**src/rtl/pipeline_ctrl.sv**
```systemverilog
// -----------------------------------------------------------------------------
// pipeline_ctrl
//
// Hazard and sequencing controller for the 5-stage pipeline. It drives the
// enable, bubble and flush controls of the IF/ID, ID/EX, EX/MEM and MEM/WB
// latches and the PC. It resolves instruction and data memory waits, load-use
// hazards, taken branches and jumps, and the halt drain.
//
// Parameters
//   DRAIN_CYCLES  cycles spent draining after a halt reaches MEM (1..7)
//   CNT_W         width of the performance counters
//
// Optional feature (macro PIPELINE_CTRL_PERF_EN)
//   Adds stall_cnt, flush_cnt and luse_cnt saturating performance counters.
//
// Ports
//   CLK, nRST             clock (rising edge), async active-low reset
//   ihit, dhit            instruction fetch / data access complete this cycle
//   mem_dren, mem_dwen    MEM-stage instruction reads / writes memory
//   mem_halt              halt instruction is in MEM
//   mem_brtaken           branch / jump-register resolved taken in MEM
//   id_jump               J/JAL decoded in ID
//   id_rs, id_rt          ID source registers
//   id_use_rs, id_use_rt  ID instruction reads rs / rt
//   ex_dren, ex_wsel      EX instruction is a load, and its destination
//   pc_en                 PC update enable
//   ifid_en, ifid_flush   IF/ID enable, IF/ID loads a nop
//   idex_en, idex_noop    ID/EX enable (ieen), ID/EX loads a bubble (noop_i)
//   exmem_en, exmem_flush EX/MEM enable, EX/MEM loads a bubble
//   memwb_en              MEM/WB enable
//   halted                CPU halted
// -----------------------------------------------------------------------------
module pipeline_ctrl #(
    parameter int DRAIN_CYCLES = 2,
    parameter int CNT_W        = 16
) (
    input  logic       CLK,
    input  logic       nRST,
    input  logic       ihit,
    input  logic       dhit,
    input  logic       mem_dren,
    input  logic       mem_dwen,
    input  logic       mem_halt,
    input  logic       mem_brtaken,
    input  logic       id_jump,
    input  logic [4:0] id_rs,
    input  logic [4:0] id_rt,
    input  logic       id_use_rs,
    input  logic       id_use_rt,
    input  logic       ex_dren,
    input  logic [4:0] ex_wsel,
    output logic       pc_en,
    output logic       ifid_en,
    output logic       ifid_flush,
    output logic       idex_en,
    output logic       idex_noop,
    output logic       exmem_en,
    output logic       exmem_flush,
    output logic       memwb_en,
    output logic       halted
`ifdef PIPELINE_CTRL_PERF_EN
    ,
    output logic [CNT_W-1:0] stall_cnt,
    output logic [CNT_W-1:0] flush_cnt,
    output logic [CNT_W-1:0] luse_cnt
`endif
);

    typedef enum logic [1:0] {
        ST_RUN,
        ST_DWAIT,
        ST_DRAIN,
        ST_HALTED
    } state_t;

    typedef struct packed {
        logic pc_en;
        logic ifid_en;
        logic ifid_flush;
        logic idex_en;
        logic idex_noop;
        logic exmem_en;
        logic exmem_flush;
        logic memwb_en;
        logic halted;
    } ctrl_t;

    localparam logic [2:0] DRAIN_LOAD = 3'(DRAIN_CYCLES - 1);

    state_t     state;
    logic [2:0] drain_cnt;
    logic       flush_pend;   // taken branch seen, IF/ID and ID/EX flush still owed

    logic  dwait;
    logic  luse;
    logic  flush_req;
    logic  run_rules;
    ctrl_t ctrl;

    assign dwait = (mem_dren | mem_dwen) & ~dhit;

    // Register 0 is hard-wired, so a load targeting it can never be a hazard.
    assign luse = ex_dren & (ex_wsel != 5'd0) &
                  ((id_use_rs & (id_rs == ex_wsel)) | (id_use_rt & (id_rt == ex_wsel)));

    assign flush_req = mem_brtaken | flush_pend;

    // The normal RUN hazard ladder (branch, load-use, fetch) applies in RUN once
    // halt and data wait are ruled out, and also on the cycle a data wait
    // releases: that way a branch or load-use waiting behind the data access is
    // resolved in the same cycle the pipeline starts moving again.
    assign run_rules = ((state == ST_RUN) & ~mem_halt & ~dwait) |
                       ((state == ST_DWAIT) & dhit);

    always_comb begin
        // NOTE: every field gets a default first so no path can infer a latch.
        ctrl = '0;

        unique case (state)
            ST_RUN:    ctrl.memwb_en = mem_halt;   // halt lets only MEM/WB advance
            ST_DWAIT:  ;                           // frozen until dhit
            ST_DRAIN:  ctrl.memwb_en = 1'b1;
            ST_HALTED: ctrl.halted   = 1'b1;
            default:   ;
        endcase

        if (run_rules) begin
            if (flush_req) begin
                // The branch leaves MEM now; the front end is only redirected
                // once the fetch completes, otherwise the flush stays pending.
                ctrl.exmem_en    = 1'b1;
                ctrl.memwb_en    = 1'b1;
                ctrl.exmem_flush = 1'b1;
                if (ihit) begin
                    ctrl.pc_en      = 1'b1;
                    ctrl.ifid_en    = 1'b1;
                    ctrl.idex_en    = 1'b1;
                    ctrl.ifid_flush = 1'b1;
                    ctrl.idex_noop  = 1'b1;
                end
            end else if (luse || !ihit) begin
                // Hold the front end and send a bubble down from ID/EX.
                ctrl.idex_en   = 1'b1;
                ctrl.idex_noop = 1'b1;
                ctrl.exmem_en  = 1'b1;
                ctrl.memwb_en  = 1'b1;
            end else begin
                ctrl.pc_en      = 1'b1;
                ctrl.ifid_en    = 1'b1;
                ctrl.idex_en    = 1'b1;
                ctrl.exmem_en   = 1'b1;
                ctrl.memwb_en   = 1'b1;
                ctrl.ifid_flush = id_jump;
            end
        end
    end

    // Reset forces every control low immediately, independent of state.
    assign pc_en       = ctrl.pc_en       & nRST;
    assign ifid_en     = ctrl.ifid_en     & nRST;
    assign ifid_flush  = ctrl.ifid_flush  & nRST;
    assign idex_en     = ctrl.idex_en     & nRST;
    assign idex_noop   = ctrl.idex_noop   & nRST;
    assign exmem_en    = ctrl.exmem_en    & nRST;
    assign exmem_flush = ctrl.exmem_flush & nRST;
    assign memwb_en    = ctrl.memwb_en    & nRST;
    assign halted      = ctrl.halted      & nRST;

    always_ff @(posedge CLK or negedge nRST) begin
        if (!nRST) begin
            state      <= ST_RUN;
            drain_cnt  <= '0;
            flush_pend <= 1'b0;
        end else begin
            // NOTE: non-blocking assignments so every register samples the
            // pre-edge values, independent of statement order.
            unique case (state)
                ST_RUN: begin
                    if (mem_halt) begin
                        state      <= ST_DRAIN;
                        drain_cnt  <= DRAIN_LOAD;
                        flush_pend <= 1'b0;
                    end else if (dwait) begin
                        state <= ST_DWAIT;
                    end else if (flush_req) begin
                        flush_pend <= ~ihit;
                    end
                end
                ST_DWAIT: begin
                    if (dhit) begin
                        state <= ST_RUN;
                        if (flush_req) flush_pend <= ~ihit;
                    end
                end
                ST_DRAIN: begin
                    if (drain_cnt == 3'd0) state <= ST_HALTED;
                    else drain_cnt <= drain_cnt - 3'd1;
                end
                ST_HALTED: ;
                default:   state <= ST_RUN;
            endcase
        end
    end

`ifdef PIPELINE_CTRL_PERF_EN
    logic stall_evt;
    logic flush_evt;
    logic luse_evt;

    assign stall_evt = ((state == ST_RUN) | (state == ST_DWAIT)) & ~ctrl.pc_en;
    // A pending flush is the same branch, so only its first cycle counts.
    assign flush_evt = run_rules & flush_req & ~flush_pend;
    assign luse_evt  = run_rules & ~flush_req & luse;

    always_ff @(posedge CLK or negedge nRST) begin
        if (!nRST) begin
            stall_cnt <= '0;
            flush_cnt <= '0;
            luse_cnt  <= '0;
        end else if (state != ST_HALTED) begin
            if (stall_evt && (stall_cnt != '1)) stall_cnt <= stall_cnt + CNT_W'(1);
            if (flush_evt && (flush_cnt != '1)) flush_cnt <= flush_cnt + CNT_W'(1);
            if (luse_evt  && (luse_cnt  != '1)) luse_cnt  <= luse_cnt  + CNT_W'(1);
        end
    end
`endif

endmodule
```
**config.mk**
```make
export PLATFORM = sky130hd
export DESIGN_NAME = pipeline_ctrl
export DESIGN_NICKNAME = d
export VERILOG_FILES = /design/src/rtl/pipeline_ctrl.sv
export SDC_FILE = /design/constraint.sdc
export NUM_CORES = 1
export LEC_CHECK = 0
export BUFFER_PORTS_ARGS = -buffer_cell sky130_fd_sc_hd__buf_2
export CAP_MARGIN = 20
export CORE_MARGIN = 2
export CORE_UTILIZATION = 46
export CTS_BUF_LIST = sky130_fd_sc_hd__clkbuf_8
export CTS_CLUSTER_SIZE = 14
export DETAILED_ROUTE_END_ITERATION = 10
export GPL_TIMING_DRIVEN = 0
export PLACE_DENSITY_LB_ADDON = 0.25
export SLEW_MARGIN = 20
export SYNTH_ARGS = -nofsm -noshare
export SYNTH_HDL_FRONTEND = slang
export SYNTH_SLANG_ARGS = --single-unit
```
**constraint.sdc**
```tcl
create_clock -name CLK -period 2.4 [get_ports CLK]
set_input_delay 0.48 -clock CLK [delete_from_list [all_inputs] [get_ports CLK]]
set_output_delay 0.48 -clock CLK [all_outputs]
set_load 0.02 [all_outputs]
```
==> results of run 1 <==
[area by class of cell]
type	count	share of cell area, %
multi-input combinational	69	54.7
timing repair buffer	39	20.3
sequential	6	15.0
clock buffer	3	4.09
inverter	7	2.61
tap	16	1.99
buffer	2	1.24
[worst max-delay path, delay by kind of cell]
family	cells	cell delay (ns)
buf+inv	3	0.38
simple gates	2	0.64
compound gates	2	0.32
[report_power, final]
| part | internal [mW] | switching, mW | total [mW] | leakage (nW) |
|---|---|---|---|---|
| Clock | 0.108 | 0.0425 | 0.150 | 0.0216 |
| Combinational | 0.0350 | 0.0327 | 0.0677 | 0.373 |
| Sequential | 0.103 | 0.000871 | 0.104 | 0.0723 |
| Total | 0.245 | 0.0760 | 0.321 | 0.467 |
[cells in the final DEF, fill, tap and decap left out, types with 2 or more instances in the layout]
master / n
nor2_1: 5
nor2b_1: 2
xnor2_1: 10
inv_1: 5
o21ai_0: 3
ha_4: 2
mux2i_1: 3
a21oi_1: 5
buf_2: 35
clkbuf_8: 3
ha_1: 4
nand2_1: 6
dfrtp_1: 5
a22o_1: 2
nor3_1: 2
o22ai_1: 2
nand4_1: 2
buf_4: 5
inv_2: 2
[what timing repair did]
item                                    in CTS  in global routing
hold buffers                                 0                  0
setup buffers                                0                  4
gates cloned                                 0                  0
pin swaps                                    1                  3
gates resized for setup                      2                  8
endpoints found under the setup margin       2                  4
[per-layer routing]
layer	track usage [%]	part of all wire (%)	routed length [µm]
met1	25.6	43	767
met2	31.2	49	865
met3	4.26	7.6	135
met4	7.50	0	0
met5	0	0	0
[worst paths after layout]
path | endpoint | slack (ns) | cells past startpoint
min reg2reg | drain_cnt[1] | 0.50 | 1
max reg2reg | state[0] | 0.67 | 7
min in group CLK | drain_cnt[1] | 0.50 | 1
min | drain_cnt[2] | 0.09 | 1
max | pc_en | 0.1 | 7
max in group asynchronous | state[0] | 2.12 | 1
[per-stage QoR]
| stage | hold WS [ns] | cells | setup WS [ns] | cell area [µm²] | utilization [%] |
|---|---|---|---|---|---|
| after global routing | 0.107 | 142 | 0.00474 | 1010 | 69.4 |
| after floorplan | 0.184 | 84 | 0.0124 | 704 | - |
| after CTS | 0.0956 | 138 | 0.00889 | 948 | 65.2 |
| after detailed placement | 0.329 | 135 | 0.0961 | 900 | 61.9 |
| after global placement | 0.327 | 135 | 0.109 | 900 | 61.9 |
| final | 0.0947 | 142 | 0.0951 | 1010 | 69.4 |
[cells by family (layout without fill, tap and decap cells)]
family                   Yosys count  in the layout  share of synthesized area (%)
AND/OR/NAND/NOR                   26             26                           20.3
XOR/XNOR                          10             10                           12.6
buffers and inverters              9             51                           5.57
adder cells (fa/ha/maj)            6              6                           10.8
flip-flops                         6              6                           21.5
multiplexers                       4              4                           5.92
AO/OA/AOI/OAI                     23             23                           23.3
[registers in the layout, summed over array words and instances (netlist names)]
register    count
flush_pend      1
drain_cnt       3
state           2
==> impl_metrics.yaml, run 1 <==
timing:
  finalCritPeriodShare_pct: 96.0
  slew_headroom_pct: 76.7
  fin_tns_setup_ns: 0
  finalCriticalPeriod_ns: 2.30
  max_freq_mhz: 434
  worst_pin_slew_ns: 0.350
  hold_violations: 0
  maxSlewViolCount: 0
  finalSetupViolCount: 0
  clock_skew_ns: 0.000926
  rsz0062_at_grt: "no"
die:
  die_x_um: 42.9
  die_h_um: 42.9
  core-area_mm2: 0.00145
  die_area_mm2: 0.00184
  io_pins: 36
  fp-row-count: 14
  initial_core_util_pct: 47.9
worst_setup_path:
  cp_max_fo: 3
  cp-end-kind: "output port"
  crit_top_cell: "buf_2"
  cp-startpoint: "ex_wsel[1]"
  crit_slowest_cell: "or4_1"
  crit_arrival_ns: 1.82
  path_class: "in -> out"
  required_ns: 1.92
  critPathLaunchType: "primary input"
  r2r_start: "state[1]"
  slowest_delay_ns: 0.55
  worstPathCellList: "buf_2 -> or4_1 -> o21ai_2 -> nor3_1 -> a21oi_2 -> buf_4 -> buf_2"
global_routing:
  grt_max_degree: 9
  grt_pass1_vias: 702
  antenna_found_initial: 0
  track_usage_pct: 19.6
  grt_pass1_wl_mm: 2.79
  globalRouteOverflowTotal: 0
logic_synthesis:
  syn_nets: 117
  synth_seq_cells: 6
  synth_top_cell_area_share_pct: 21.5
  yosysSeqAreaShare_pct: 21.5
  synth.most_common_cell: "xnor2_1"
  synth_ff_type: "dfrtp_1"
  ys_top_cells_by_area: "dfrtp_1 22%, xnor2_1 13%, ha_1 11%"
  async_flop_share_pct: 100
  synth_edf_count: 0
  synth_commonest_cells: "10 x xnor2_1, 7 x inv_1, 7 x nand2_1"
  yosysUniqueCellTypes: 34
  synth_area_per_cell_um2: 8.30
  synth_warnings: 0
  syn_area_um2: 697
  syn_inst: 84
  synth.largest_area_cell: "dfrtp_1"
route:
  ant_nets: 0
  via_count: 767
  remaining_drc_errors: 0
  dr.pass1.iters: 4
  dr.first_iter.drc_count: 29
  vias_per_cell: 5.40
  wl_per_cell_um: 12.5
  wl_mm: 1.77
final_layout:
  drive_gt1_share_pct: 45.2
  syn2layout_area_growth_pct: 44.7
  ff_latch_area_um2: 151
  n_antenna_cell: 0
  fillers: 132
  fin_nets: 161
  multi_input_area_um2: 552
clock_network:
  cts_tree: "done"
  clkTransAtPathRegs_ns: 0.04
  cts_num_sinks: 6
  numCtsBuffers: 3
  h-tree-depth: 1
  cts_root_buffer: "clkbuf_8"
  clk_path_buf_depth: 2
  clk_latency_ns: 0.22
power:
  power.density_mw_per_mm2: 319
  ir_worst_vdd_mv: 0.280
  power.leakage_nw: 0.467
  p_total_mw: 0.321
min_path:
  hp-class: "in -> async"
placement:
  dp_hpwl_mm: 1.35
  io_buffers: 35
  finalWeightedCongestion: 0.791
job:
  max-cap-violations: 0
outcome:
  status: "completed"
(Power assumes the default switching activity.)
==> run 2: changes to the inputs <==
--- a/config.mk
+++ b/config.mk
@@ -8,7 +8,7 @@
 export BUFFER_PORTS_ARGS = -buffer_cell sky130_fd_sc_hd__buf_2
 export CAP_MARGIN = 20
 export CORE_MARGIN = 2
-export CORE_UTILIZATION = 46
+export CORE_UTILIZATION = 42
 export CTS_BUF_LIST = sky130_fd_sc_hd__clkbuf_8
 export CTS_CLUSTER_SIZE = 14
 export DETAILED_ROUTE_END_ITERATION = 10
==> constraint.sdc (replaced) <==
create_clock -name CLK -period 2 [get_ports CLK]
set_input_delay 0.4 -clock CLK [delete_from_list [all_inputs] [get_ports CLK]]
set_output_delay 0.4 -clock CLK [all_outputs]
set_load 0.02 [all_outputs]
==> run 2 against run 1 <==
Compared with the run above:
- total power rose by 25%
- critical endpoint is now idex_noop
- utilization rose by 7.5 points
- clock-buffer cell count did not move
- the run now ends with setup timing left
==> impl_metrics.yaml, run 2 (synthesis gave the netlist of run 1 again) <==
power:
  ir_worst_vdd_mv: 0.534
  power.leakage_nw: 0.521
  power_frac_seq_pct: 31.0
  clock_power_share_pct: 46.1
  power.density_mw_per_mm2: 344
  power_switching_mw: 0.105
  switching_share_pct: 26.0
  power_frac_comb_pct: 22.9
  p_int_mw: 0.298
clock_network:
  clk_path_buf_depth: 2
  h-tree-depth: 1
  clk_latency_ns: 0.22
  cts_root_buffer: "clkbuf_8"
  cts_num_sinks: 6
  clkTransAtPathRegs_ns: 0.04
  cts_tree: "done"
  numCtsBuffers: 3
worst_setup_path:
  r2r_slack_ns: 0.21
  cp_max_fo: 5
  crit_slowest_cell: "dfrtp_1"
  cp_num_buf_inv: 2
  r2r_start: "state[1]"
  crit_family: "compound AO/OA/AOI/OAI gates"
  r2r_end: "state[0]"
  required_ns: 1.60
  crit_arrival_ns: 1.75
  worstPathCellList: "inv_2 -> ha_4 -> nand2b_4 -> a211oi_4 -> nor3b_2 -> a22o_4 -> buf_6"
  critPathLaunchType: "flip-flop"
  cp-end-kind: "output port"
  reg2reg_depth: 7
  path_class: "reg -> out"
  slowest_delay_ns: 0.39
job:
  max-cap-violations: 0
die:
  initial_core_util_pct: 45.7
  fp-row-count: 14
  io_pins: 36
  die_area_mm2: 0.00200
  core-area_mm2: 0.00152
  die_x_um: 44.7
  die_h_um: 44.7
timing:
  finalCritPeriodShare_pct: 107
  clock_skew_ns: 0.00130
  worst_pin_slew_ns: 0.539
  finalSetupViolCount: 6
  maxSlewViolCount: 0
  hold_violations: 0
  finalCriticalPeriod_ns: 2.15
  fin_tns_setup_ns: -0.566
  max_freq_mhz: 466
  slew_headroom_pct: 64.1
  fin_ws_ns: -0.145
  rsz0062_at_grt: "yes"
min_path:
  hp-class: "in -> async"
route:
  wl_per_cell_um: 14.0
  vias_per_cell: 5.53
  remaining_drc_errors: 0
  dr.first_iter.drc_count: 12
  via_count: 818
  ant_nets: 0
  wl_mm: 2.07
  dr.pass1.iters: 6
final_layout:
  top_register: "drain_cnt"
  fin_nets: 167
  n_antenna_cell: 0
  final_common_cell: "buf_2"
  largest_reg_flops: 3
  fin_cells: 148
  mostFrequentLayoutCells: "27 x buf_2, 14 x buf_4, 10 x xnor2_1"
  syn2layout_area_growth_pct: 68.0
  largestRegisters: "drain_cnt: 3 flops, state: 2 flops, flush_pend: 1 flops"
  drive_gt1_share_pct: 55.3
outcome:
  status: "finished, violations left"
  violations: "setup timing"
placement:
  dp_slack_ns: -0.166
  place_inst: 135
  io_buffers: 35
  finalWeightedCongestion: 0.753
  dp_hpwl_mm: 1.46
global_routing:
  grt_max_degree: 9
  grt_pass1_wl_mm: 3.13
  globalRouteOverflowTotal: 0
  grt_pass1_vias: 767
  track_usage_pct: 21.1
  antenna_found_initial: 0
## run 2: changes by cell type in the layout (fill, tap and decap cells not counted), sizes merged
| cell | before | now |
|---|---|---|
| buf | 40 | 47 |
| clkbuf | 4 | 3 |
## run 2: routing by layer
layer | vias to the layer above | track usage [%] | wire [µm]
li1 | 399 | - | -
met1 | 385 | 24.1 | 812
met2 | 30 | 39.4 | 1140
met3 | 4 | 6.00 | 110
met4 | 0 | 3.03 | 9
met5 | - | 0 | 0
## run 2: per-stage QoR
step / utilization, % / cell area [µm²] / hold slack [ns] / total power, mW
after floorplan: - / 748 / 0.104 / 0.165
after global placement: 61.9 / 943 / 0.242 / 0.205
after detailed placement: 61.9 / 943 / 0.249 / 0.209
after CTS: 73.7 / 1120 / 0.00957 / 0.407
after global routing: 76.8 / 1170 / 0.0166 / 0.419
final: 76.8 / 1170 / 0.00877 / 0.403
## run 2: power groups by stage
stage / Clock, mW / Combinational, mW / Sequential (mW)
final: 0.186 / 0.0921 / 0.125
after global routing: 0.192 / 0.102 / 0.125
after CTS: 0.192 / 0.0903 / 0.125
after detailed placement: 0 / 0.0833 / 0.126
after global placement: 0 / 0.0795 / 0.126
after floorplan: 0 / 0.0393 / 0.125
## run 2: layout make-up
type,count,area [µm²]
clock buffers,3,41.3
multi-input cells,69,624
flip-flops and latches,6,151
inverters,7,26.3
fillers,102,353
repair buffers,46,297
plain buffers,1,11.3
well taps,16,20.0
## run 2: worst max-delay path by stage
stage / startpoint / endpoint / slack, ns / cells after the start
floorplan: state[1] / pc_en / -0.07 / 7
global placement: ex_wsel[1] / pc_en / -0.15 / 7
detailed placement: ex_wsel[1] / pc_en / -0.17 / 7
CTS: state[1] / idex_noop / -0.14 / 7
global route: state[1] / idex_noop / -0.19 / 7
finish: state[1] / idex_noop / -0.15 / 7
## run 2: repair_timing
action / CTS / global route
endpoints found under the hold margin: 0 / 0
endpoints found under the setup margin: 6 / 8
gates cloned: 0 / 0
setup buffers: 8 / 4
pin swaps: 8 / 6
hold buffers: 0 / 0
gates resized for setup: 21 / 8
